===== config.mk =====
export PLATFORM = sky130hd
export DESIGN_NAME = melody_sequencer_flat
export DESIGN_NICKNAME = d
export VERILOG_FILES = /design/src/rtl/melody_if.sv /design/src/rtl/melody_sequencer.sv /design/src/flat_wrapper.sv
export SDC_FILE = /design/constraint.sdc
export NUM_CORES = 1
export LEC_CHECK = 0
export ABC_AREA = 1
export BUFFER_PORTS_ARGS = -buffer_cell sky130_fd_sc_hd__buf_4
export CORE_MARGIN = 2
export CORE_UTILIZATION = 58
export CTS_CLUSTER_SIZE = 24
export DETAILED_ROUTE_END_ITERATION = 10
export HOLD_SLACK_MARGIN = 0.06
export MAX_ROUTING_LAYER = met4
export PLACE_DENSITY = 0.86
export SLEW_MARGIN = 20
export SYNTH_ARGS = -nofsm -noshare
export SYNTH_HDL_FRONTEND = slang
export SYNTH_SLANG_ARGS = --single-unit

===== constraint.sdc =====
create_clock -name clk -period 1.82 [get_ports clk]
set_input_delay 0.364 -clock clk [delete_from_list [all_inputs] [get_ports clk]]
set_output_delay 0.364 -clock clk [all_outputs]
set_load 0.1 [all_outputs]

===== src/rtl/melody_if.sv =====
// Control and tone-output bundle between a player (host or button logic)
// and the melody sequencer that drives the buzzer wave generator.
interface melody_if #(
  parameter int width = 13
);
  logic             start;
  logic             stop;
  logic [width-1:0] div;
  logic             enable;
  logic             busy;
  logic             done;

  modport master (
    output start, stop,
    input  div, enable, busy, done
  );

  modport slave (
    input  start, stop,
    output div, enable, busy, done
  );
endinterface


===== src/rtl/melody_sequencer.sv =====
// Melody sequencer: steps through a fixed song ROM, one note per entry,
// driving the wave generator divisor and enable at a fixed tempo.
// Optional feature macro: MELODY_GAP_EN adds one silent tick after every
// note so repeated notes are articulated; undefined gives legato playback.
module melody_sequencer #(
  parameter int freq  = 2080000,
  parameter int width = 13,
  parameter int volw  = 1,
  parameter int tick  = 260000,
  parameter int addrw = 4
) (
  input  logic     clk,
  input  logic     rst,
  melody_if.slave  bus
);

  localparam int TW = $clog2(tick);
  localparam logic [TW-1:0] TICK_LAST = TW'(tick - 1);

  localparam logic [1:0] IDLE  = 2'd0;
  localparam logic [1:0] FETCH = 2'd1;
  localparam logic [1:0] PLAY  = 2'd2;
`ifdef MELODY_GAP_EN
  localparam logic [1:0] GAP   = 2'd3;
`endif

  // Divisor for a pitch given in centi-hertz, rounded to the nearest integer.
  function automatic logic [width-1:0] noteDiv(input longint centiHz);
    longint num;
    longint den;
    num = longint'(freq) * 100;
    den = centiHz * (longint'(1) << volw);
    return width'((num + den / 2) / den);
  endfunction

  localparam logic [width-1:0] DIV_C4 = noteDiv(26163);
  localparam logic [width-1:0] DIV_D4 = noteDiv(29366);
  localparam logic [width-1:0] DIV_E4 = noteDiv(32963);
  localparam logic [width-1:0] DIV_F4 = noteDiv(34923);
  localparam logic [width-1:0] DIV_G4 = noteDiv(39200);
  localparam logic [width-1:0] DIV_A4 = noteDiv(44000);
  localparam logic [width-1:0] DIV_B4 = noteDiv(49388);
  localparam logic [width-1:0] DIV_C5 = noteDiv(52325);

  logic [1:0]       state_q, state_d;
  logic [addrw-1:0] addr_q, addr_d;
  logic [TW-1:0]    tickCnt_q, tickCnt_d;
  logic [3:0]       durCnt_q, durCnt_d;
  logic [width-1:0] div_q, div_d;
  logic             enable_q, enable_d;
  logic             busy_q, busy_d;
  logic             done_q, done_d;

  logic [7:0]       entry;
  logic [3:0]       entryCode;
  logic [3:0]       entryDur;
  logic [width-1:0] codeDiv;
  logic             isTone;

  // Song ROM: {code, duration-in-ticks}; a zero duration marks the end.
  always_comb begin
    entry = 8'h00;
    case (int'(addr_q))
      0:       entry = 8'h12;
      1:       entry = 8'h32;
      2:       entry = 8'h52;
      3:       entry = 8'h82;
      4:       entry = 8'h01;
      5:       entry = 8'h84;
      default: entry = 8'h00;
    endcase
  end

  assign entryCode = entry[7:4];
  assign entryDur  = entry[3:0];

  // Pitch decode; codes outside 1..8 play as rests and keep the old divisor.
  always_comb begin
    codeDiv = div_q;
    isTone  = 1'b1;
    case (entryCode)
      4'd1:    codeDiv = DIV_C4;
      4'd2:    codeDiv = DIV_D4;
      4'd3:    codeDiv = DIV_E4;
      4'd4:    codeDiv = DIV_F4;
      4'd5:    codeDiv = DIV_G4;
      4'd6:    codeDiv = DIV_A4;
      4'd7:    codeDiv = DIV_B4;
      4'd8:    codeDiv = DIV_C5;
      default: isTone  = 1'b0;
    endcase
  end

  // Sequencing decisions; stop overrides everything and returns silently to idle.
  always_comb begin
    state_d   = state_q;
    addr_d    = addr_q;
    tickCnt_d = tickCnt_q;
    durCnt_d  = durCnt_q;
    div_d     = div_q;
    enable_d  = enable_q;
    busy_d    = busy_q;
    done_d    = 1'b0;
    if (bus.stop) begin
      state_d  = IDLE;
      enable_d = 1'b0;
      busy_d   = 1'b0;
    end else begin
      case (state_q)
        IDLE: begin
          if (bus.start) begin
            addr_d  = '0;
            state_d = FETCH;
            busy_d  = 1'b1;
          end
        end
        FETCH: begin
          if (entryDur == 4'd0) begin
            done_d   = 1'b1;
            enable_d = 1'b0;
            busy_d   = 1'b0;
            state_d  = IDLE;
          end else begin
            div_d     = codeDiv;
            enable_d  = isTone;
            durCnt_d  = entryDur;
            tickCnt_d = '0;
            state_d   = PLAY;
          end
        end
        PLAY: begin
          if (tickCnt_q == TICK_LAST) begin
            tickCnt_d = '0;
            durCnt_d  = durCnt_q - 4'd1;
            if (durCnt_q == 4'd1) begin
              addr_d = addr_q + 1'b1;
              if (addr_q == '1) begin
                done_d   = 1'b1;
                enable_d = 1'b0;
                busy_d   = 1'b0;
                state_d  = IDLE;
              end else begin
`ifdef MELODY_GAP_EN
                enable_d = 1'b0;
                state_d  = GAP;
`else
                state_d  = FETCH;
`endif
              end
            end
          end else begin
            tickCnt_d = tickCnt_q + 1'b1;
          end
        end
`ifdef MELODY_GAP_EN
        GAP: begin
          if (tickCnt_q == TICK_LAST) begin
            tickCnt_d = '0;
            state_d   = FETCH;
          end else begin
            tickCnt_d = tickCnt_q + 1'b1;
          end
        end
`endif
        default: begin
          state_d  = IDLE;
          enable_d = 1'b0;
          busy_d   = 1'b0;
        end
      endcase
    end
  end

  // State and registered outputs, cleared immediately by reset.
  always_ff @(posedge clk or posedge rst) begin
    if (rst) begin
      state_q   <= IDLE;
      addr_q    <= '0;
      tickCnt_q <= '0;
      durCnt_q  <= '0;
      div_q     <= '0;
      enable_q  <= 1'b0;
      busy_q    <= 1'b0;
      done_q    <= 1'b0;
    end else begin
      state_q   <= state_d;
      addr_q    <= addr_d;
      tickCnt_q <= tickCnt_d;
      durCnt_q  <= durCnt_d;
      div_q     <= div_d;
      enable_q  <= enable_d;
      busy_q    <= busy_d;
      done_q    <= done_d;
    end
  end

  assign bus.div    = div_q;
  assign bus.enable = enable_q;
  assign bus.busy   = busy_q;
  assign bus.done   = done_q;

endmodule


===== src/flat_wrapper.sv =====
// flat-port wrapper written by rule: the top's interface ports become plain ports
module melody_sequencer_flat 
#(
  parameter int freq  = 2080000,
  parameter int width = 13,
  parameter int volw  = 1,
  parameter int tick  = 260000,
  parameter int addrw = 4
)
  (clk, rst, bus_start, bus_stop, bus_div, bus_enable, bus_busy, bus_done);
  melody_if #(.width(width)) bus_i ();
  input  logic clk;
  input  logic rst;
  input wire logic [$bits(bus_i.start)-1:0] bus_start;
  input wire logic [$bits(bus_i.stop)-1:0] bus_stop;
  output wire logic [$bits(bus_i.div)-1:0] bus_div;
  output wire logic [$bits(bus_i.enable)-1:0] bus_enable;
  output wire logic [$bits(bus_i.busy)-1:0] bus_busy;
  output wire logic [$bits(bus_i.done)-1:0] bus_done;
  assign bus_i.start = bus_start;
  assign bus_i.stop = bus_stop;
  assign bus_div = bus_i.div;
  assign bus_enable = bus_i.enable;
  assign bus_busy = bus_i.busy;
  assign bus_done = bus_i.done;
  melody_sequencer #(.freq(freq), .width(width), .volw(volw), .tick(tick), .addrw(addrw)) u_core (.clk(clk), .rst(rst), .bus(bus_i));
endmodule

==> After elaboration in Yosys (flattened, before gate mapping) <==
Cells that the tools add are included.
{ "op_classes": {"n_bitwise": 2, "muxes": 36, "n_reduce_logical": 14, "add_sub_neg": 3, "n_eq_ne": 28} }
{ "op_table": {"columns": ["cell", "n"], "rows": [
  ["$pmux 13 s8", 1],
  ["$pmux 8 s6", 1],
  ["$mux 18", 2],
  ["$pmux 18 s2", 1],
  ["$eq 4x3->1 const B", 6],
  ["$mux 4", 5],
  ["$add 18x1->18 const B", 1],
  ["$eq 18x18->1 const B", 1],
  ["$eq 4x2->1 const B", 4],
  ["$pmux 4 s2", 2],
  ["$mux 1", 15],
  ["$eq 4x1->1 const B", 3],
  ["$ne 3x2->1 const B", 4],
  ["$reduce_and 4->1", 3],
  ["$mux 2", 5],
  ["$reduce_and 5->1", 2],
  ["$eq 4x4->1 const B", 2],
  ["$logic_not 4->1", 2],
  ["$reduce_bool 8->1", 1],
  ["$reduce_or 8->1", 1],
  ["$ne 2x2->1 const B", 3],
  ["$pmux 1 s3", 2],
  ["$pmux 2 s3", 1],
  ["$reduce_and 3->1", 2],
  ["10 further kinds", 13]
]} }
{ "totals": {"ff_bits": 44, "word_cells": 91, "out_inout_bits": 16} }

==> Logic depth before layout (Yosys ltp) <==
{ "depth": {"depth_word": 8, "mapped_depth": 13, "ltp_nobuf": 13} }

==> Least setup slack after synthesis <==
No wires, ideal clock.
{ "synth_path": {"kind": "register to register", "start": "reg u_core.state_q[0]", "end": "reg u_core.durCnt_q[1]", "setup_time_ns": 0.123, "required_time_ns": 1.697, "path_stages_with_launch": 11, "path_slack_ns": 0.141, "t_arrival_ns": 1.555, "path_cell_list": "dfrtp_1 > inv_1 > ha_1 > inv_2 > o21ai_2 > nand2_4 > inv_4 > o21ai_4 > buf_6 > nand2_1 > o21ai_2"} }
{ "synth_between": {"elab_chain_len": 3, "elab_cells_between_ends": 7, "classes_between": "eq/ne (4); mux (1); reduce/logical (2)"} }
{ "synth_lines": {"columns": ["item", "line_no", "rtl"], "rows": [
  ["start: declaration", "melody_sequencer.sv:45", "logic [1:0] state_q, state_d;"],
  ["start signal: assignment", "melody_sequencer.sv:186", "state_q <= state_d;"],
  ["$eq 2x1->1 / $eq 2x2->1 (equally long branches)", "melody_sequencer.sv:109", "case (state_q)"],
  ["$ne 2x2->1 (no line) (tied with other cells)", null, null],
  ["$reduce_and 4->1 (no line)", null, null],
  ["end signal: assignment", "melody_sequencer.sv:189", "durCnt_q <= durCnt_d;"],
  ["end: declaration", "melody_sequencer.sv:48", "logic [3:0] durCnt_q, durCnt_d;"]
]} }
Several ways; a longest one is shown, not always the timed one.
A chain may end at the register's enable or synchronous reset.

==> Final worst setup path <==
{ "layout_path": {"start": "reg u_core.addr_q[0]", "end": "reg u_core.div_q[6] (netlist: u_core.bus.div[6])"} }
{ "layout_between": {"elab_chain_len": 5, "elab_cells_between_ends": 20, "classes_between": "eq/ne (13); mux (2); bitwise (1); reduce/logical (4)"} }
{ "layout_lines": {"columns": ["item", "line_no", "rtl"], "rows": [
  ["start: declaration", "melody_sequencer.sv:46", "logic [addrw-1:0] addr_q, addr_d;"],
  ["start signal: assignment", "melody_sequencer.sv:187", "addr_q <= addr_d;"],
  ["$eq 4x3->1 (tied with other cells)", "melody_sequencer.sv:63", "case (int'(addr_q))"],
  ["$pmux 8 s6 *", "melody_sequencer.sv:63", null],
  ["$eq 4x1->1 (tied with other cells)", "melody_sequencer.sv:81", "case (entryCode)"],
  ["$reduce_bool 8->1 (no line) / $not 1->1 (equally long branches)", null, null],
  ["$reduce_and 4->1 (no line)", null, null],
  ["end signal: assignment", "melody_sequencer.sv:190", "div_q <= div_d;"],
  ["end: declaration", "melody_sequencer.sv:49", "logic [width-1:0] div_q, div_d;"]
]} }
Mark *: on every way between the ends. The rest lies on a longest branch, timed or not. The select of a mux whose other input is x is not followed.

==> reports/results.txt <==
On the final layout, the worst hold slack is 386 ps. The number of port buffers came out at 18. The transition time of the tightest slew-check pin works out to 613 ps. The run finished with clean final reports. For the die outline area, the log shows 5350 sq um. Along the worst path, the maximum fanout reaches 8. For this run, the top clock speed supported by timing is 553 MHz.

Counting along the longest clock path gives a buffer depth of 2. In this run the most used layer during global routing was met2. The path type of the worst min-delay path is in2reg. The tools report the kind of end point of the critical path as a flip-flop. For the final routed database, the setup TNS stands at 0 ps.

The run gives 0 as the count of inserted antenna diode cells. The completed layout was analyzed and its total power is 4.76 mW. The core region is 4660 sq um. The run gives 2531 as the via count of the first global-routing pass. The tools report the net count of the finished layout as 433. A synthesized cell averages 7.47 sq um. The global router's overall resource usage was 26.4%. The worst setup path is of the reg2reg kind.

The half-perimeter wire length of the detailed placement result is 4560 um, and the critical path data required time is 2020 ps. Number of hold-slack violations in the final timing report: 0. TritonCTS created 5 clock buffers. After filler insertion, the fill cell instance count of the layout stands at 309. Endpoint of the lowest-slack register-to-register path: u_core.bus.div[6]$_DFFE_PP0P_. Routability-driven placement finished with a final weighted congestion of 0.964. In this run the cell area of the synthesized design comes to 2770 sq um. From left edge to right edge, the die measures 73.1 um.

The area growth from synthesis to layout works out to 21.4%. The final routed DRC violation total is 0, and the final critical-path required period is 1810 ps. The number of max-capacitance violations reported was 0; the count of warnings emitted by yosys was 0. After synthesis, the share of flip-flops with an asynchronous set or reset is 100%. The finished layout holds 473 standard cells, fillers aside. The total global routing overflow is 0, and the cell total after placement is 451. Synthesis produced 371 cells. TritonCTS built the clock tree. The run gives 12.7 ps as the worst-case clock skew. After synthesis the netlist holds a flip-flop and latch count of 43. Sequential cells were found to cover 38.8% of the synthesized design area. The total length of routed wires was 6860 um. The TritonCTS sink count was 43; the maximum ir drop on the vdd rail was 0.00104 V. Data arrives at the worst endpoint at 2010 ps. The number of antenna violations at the first check in global routing is 0, and the period utilization is 99.4%. The cell sitting at the root of the clock tree is a sky130_fd_sc_hd__clkbuf_8. Setup repair after global routing could not meet its margin everywhere. The clock edge transition at the registers on the reported setup and hold paths is 90 ps. Critical path endpoint: u_core.bus.div[6]$_DFFE_PP0P_. In this run, the number of DRC markers left after iteration 0 of detailed routing was 319. After routing the design area is 3360 sq um. In the global route stage, met3 resource usage came out at 4.97%.

The height of the die is 73.1 um, and the count of cell types in the netlist is 34. For flop-to-flop paths, the worst setup slack is 10 ps. The first-pass detailed-route iteration total was 5; the global routing usage on met1 was 31.8%. The headroom to the max-slew limit was 58.9%. For the largest net degree at the start of global routing, the log shows 29.

In this run the number of H-tree levels came out at 2. The beginning of the critical path is u_core.addr_q[0]$_DFFE_PP0P_. The run gives 0 as the number of routed nets with antenna violations. The most common flop cell mapped by yosys was sky130_fd_sc_hd__dfrtp_1. Summed over all cells, the static leakage comes to 1.56 nW. The first-pass GRT wire length was 10600 um; the count of standard-cell rows was 25. The routed layout has 2708 vias. The run gives 0 as the number of max-slew violations in the final report. The run gives 20 as the count of boundary I/O pins.

The tools report the final count of negative-setup-slack endpoints as 0. Origin of the critical flop-to-flop path: u_core.addr_q[0]$_DFFE_PP0P_. The number of nets produced by synthesis was 386; the total power density per cell area was 1410 nW/um^2.

The met2 layer usage reported by global route is 43.0%. The source-to-sink clock delay at the later pin of the worst-skew pair was 310 ps; the share of final-layout standard cells stronger than drive strength 1 was 28.9%. The count of flip-flops with a built-in enable after synthesis was 0; the path depth of the worst reg2reg path was 12.

Dividing the detail-routed wire length by the instance count gives 14.5 um. The initial utilization of the core area, before any placement, comes to 59.5%. Kind of start point of the critical path: a flip-flop. The placement-stage cell area is 3050 sq um, and the ratio of routed vias to standard cells is 5.73.
## cell type report
cell class	instances	area [sq um]	share of cell area, %
Clock inverter	3	20.0	0.595
Multi-Input combinational cell	275	1540	45.9
Inverter	47	179	5.32
Clock buffer	5	68.8	2.05
Sequential cell	43	1080	32.0
Timing Repair Buffer	46	409	12.2
Tap cell	54	67.6	2.01
## cells in the mapped netlist, types with 2 or more instances
library cell	count	area, sq um
sky130_fd_sc_hd__a21oi_1	9	45.0
sky130_fd_sc_hd__buf_4	2	15.0
sky130_fd_sc_hd__buf_6	3	33.8
sky130_fd_sc_hd__dfrtp_1	43	1080
sky130_fd_sc_hd__ha_1	11	138
sky130_fd_sc_hd__inv_1	40	150
sky130_fd_sc_hd__inv_2	6	22.5
sky130_fd_sc_hd__nand2_1	104	390
sky130_fd_sc_hd__nand2_2	8	50.1
sky130_fd_sc_hd__nand2_4	4	45.0
sky130_fd_sc_hd__nand3_1	23	115
sky130_fd_sc_hd__nand4_1	12	75.1
sky130_fd_sc_hd__nor2_1	39	146
sky130_fd_sc_hd__nor2_2	4	25.0
sky130_fd_sc_hd__nor2_4	3	33.8
sky130_fd_sc_hd__nor3_1	7	35.0
sky130_fd_sc_hd__o21ai_0	15	75.1
sky130_fd_sc_hd__o21ai_1	6	30.0
sky130_fd_sc_hd__o21ai_2	11	96.3
sky130_fd_sc_hd__o21ai_4	2	32.5
sky130_fd_sc_hd__o31ai_1	3	22.5
sky130_fd_sc_hd__or2_2	2	12.5
sky130_fd_sc_hd__xor2_1	3	26.3
## power breakdown
part	total (mW)	switching, mW	internal, mW
sequential	1.34	0.165	1.17
clock	0.635	0.367	0.268
combinational	2.78	1.96	0.825
total	4.76	2.49	2.26
## critical path, cell delays in order (launching register included)
cell                        delay (ps)
sky130_fd_sc_hd__dfrtp_2           470
sky130_fd_sc_hd__inv_2             100
sky130_fd_sc_hd__ha_2              180
sky130_fd_sc_hd__inv_2              50
sky130_fd_sc_hd__nor2_4            110
sky130_fd_sc_hd__inv_2              60
sky130_fd_sc_hd__a21oi_2           200
sky130_fd_sc_hd__nor2_2             60
sky130_fd_sc_hd__nand2_2            80
sky130_fd_sc_hd__nand2_4            80
sky130_fd_sc_hd__clkbuf_16         180
sky130_fd_sc_hd__nand2_2            60
sky130_fd_sc_hd__o21ai_2            50
## logic make-up after synthesis
logic type	share of synthesized area [%]
flip-flops	38.8
other	0.135
adder cells (fa/ha/maj)	4.97
buffers and inverters	8.53
AND/OR/NAND/NOR	34.9
XOR/XNOR	1.26
AO/OA/AOI/OAI	11.4
## flip-flops by register name, summed over array words and instances, names as in the netlist
register,count
u_core.bus.enable,1
u_core.bus.busy,1
u_core.tickCnt_q,18
u_core.bus.done,1
u_core.state_q,2
u_core.durCnt_q,4
u_core.bus.div,12
u_core.addr_q,4
## per-stage QoR
stage / utilization, % / setup WS [ps]
floorplan: - / 141
global placement: 65.5 / 39.5
detailed placement: 65.5 / -19.6
CTS: 67.9 / 9.77
global route: 72.2 / -63.4
finish: 72.2 / 10.6
## worst min-delay path by stage
stage,from,to,slack (ps),cells past startpoint
floorplan,u_core.durCnt_q[1]$_DFFE_PP0P_,u_core.durCnt_q[1]$_DFFE_PP0P_,450,2
global placement,rst,u_core.bus.div[7]$_DFFE_PP0P_,390,2
detailed placement,rst,u_core.bus.div[5]$_DFFE_PP0P_,400,2
CTS,bus_stop,u_core.bus.done$_DFF_PP0_,380,4
global route,bus_stop,u_core.bus.done$_DFF_PP0_,410,4
finish,bus_stop,u_core.bus.done$_DFF_PP0_,390,4
## repair_timing
action | in CTS | in global routing
setup buffers | 1 | 10
hold buffers | 1 | 0
cloned | 0 | 2
endpoints found under the setup margin | 15 | 31
gates resized for setup | 4 | 28
pin swaps | 0 | 5
endpoints found under the hold margin | 4 | 0
## cells in the final DEF, fill, tap and decap left out, types with 3 or more instances in the layout
cell                       Yosys  final
sky130_fd_sc_hd__nand2_1     104    101
sky130_fd_sc_hd__dfrtp_1      43     42
sky130_fd_sc_hd__nor2_1       39     37
sky130_fd_sc_hd__buf_4         2     37
sky130_fd_sc_hd__inv_1        40     33
sky130_fd_sc_hd__nand3_1      23     21
sky130_fd_sc_hd__o21ai_0      15     14
sky130_fd_sc_hd__o21ai_2      11     13
sky130_fd_sc_hd__inv_2         6     12
sky130_fd_sc_hd__nand4_1      12     12
sky130_fd_sc_hd__nand2_2       8     10
sky130_fd_sc_hd__a21oi_1       9      7
sky130_fd_sc_hd__ha_1         11      7
sky130_fd_sc_hd__nor3_1        7      6
sky130_fd_sc_hd__o21ai_1       6      6
sky130_fd_sc_hd__nand2_4       4      5
sky130_fd_sc_hd__nor2_2        4      5
sky130_fd_sc_hd__clkbuf_8      0      5
sky130_fd_sc_hd__buf_6         3      5
sky130_fd_sc_hd__nor2_4        3      4
sky130_fd_sc_hd__xor2_1        3      3
sky130_fd_sc_hd__o31ai_1       3      3
sky130_fd_sc_hd__nand3_2       1      3
sky130_fd_sc_hd__ha_2          0      3
## per-layer routing
| layer | share of wire [%] | routed length (um) |
|---|---|---|
| met1 | 42 | 2860 |
| met2 | 50 | 3440 |
| met3 | 4.9 | 335 |
| met4 | 3.3 | 227 |
| met5 | 0 | 0 |
(Power assumes the default switching activity.)
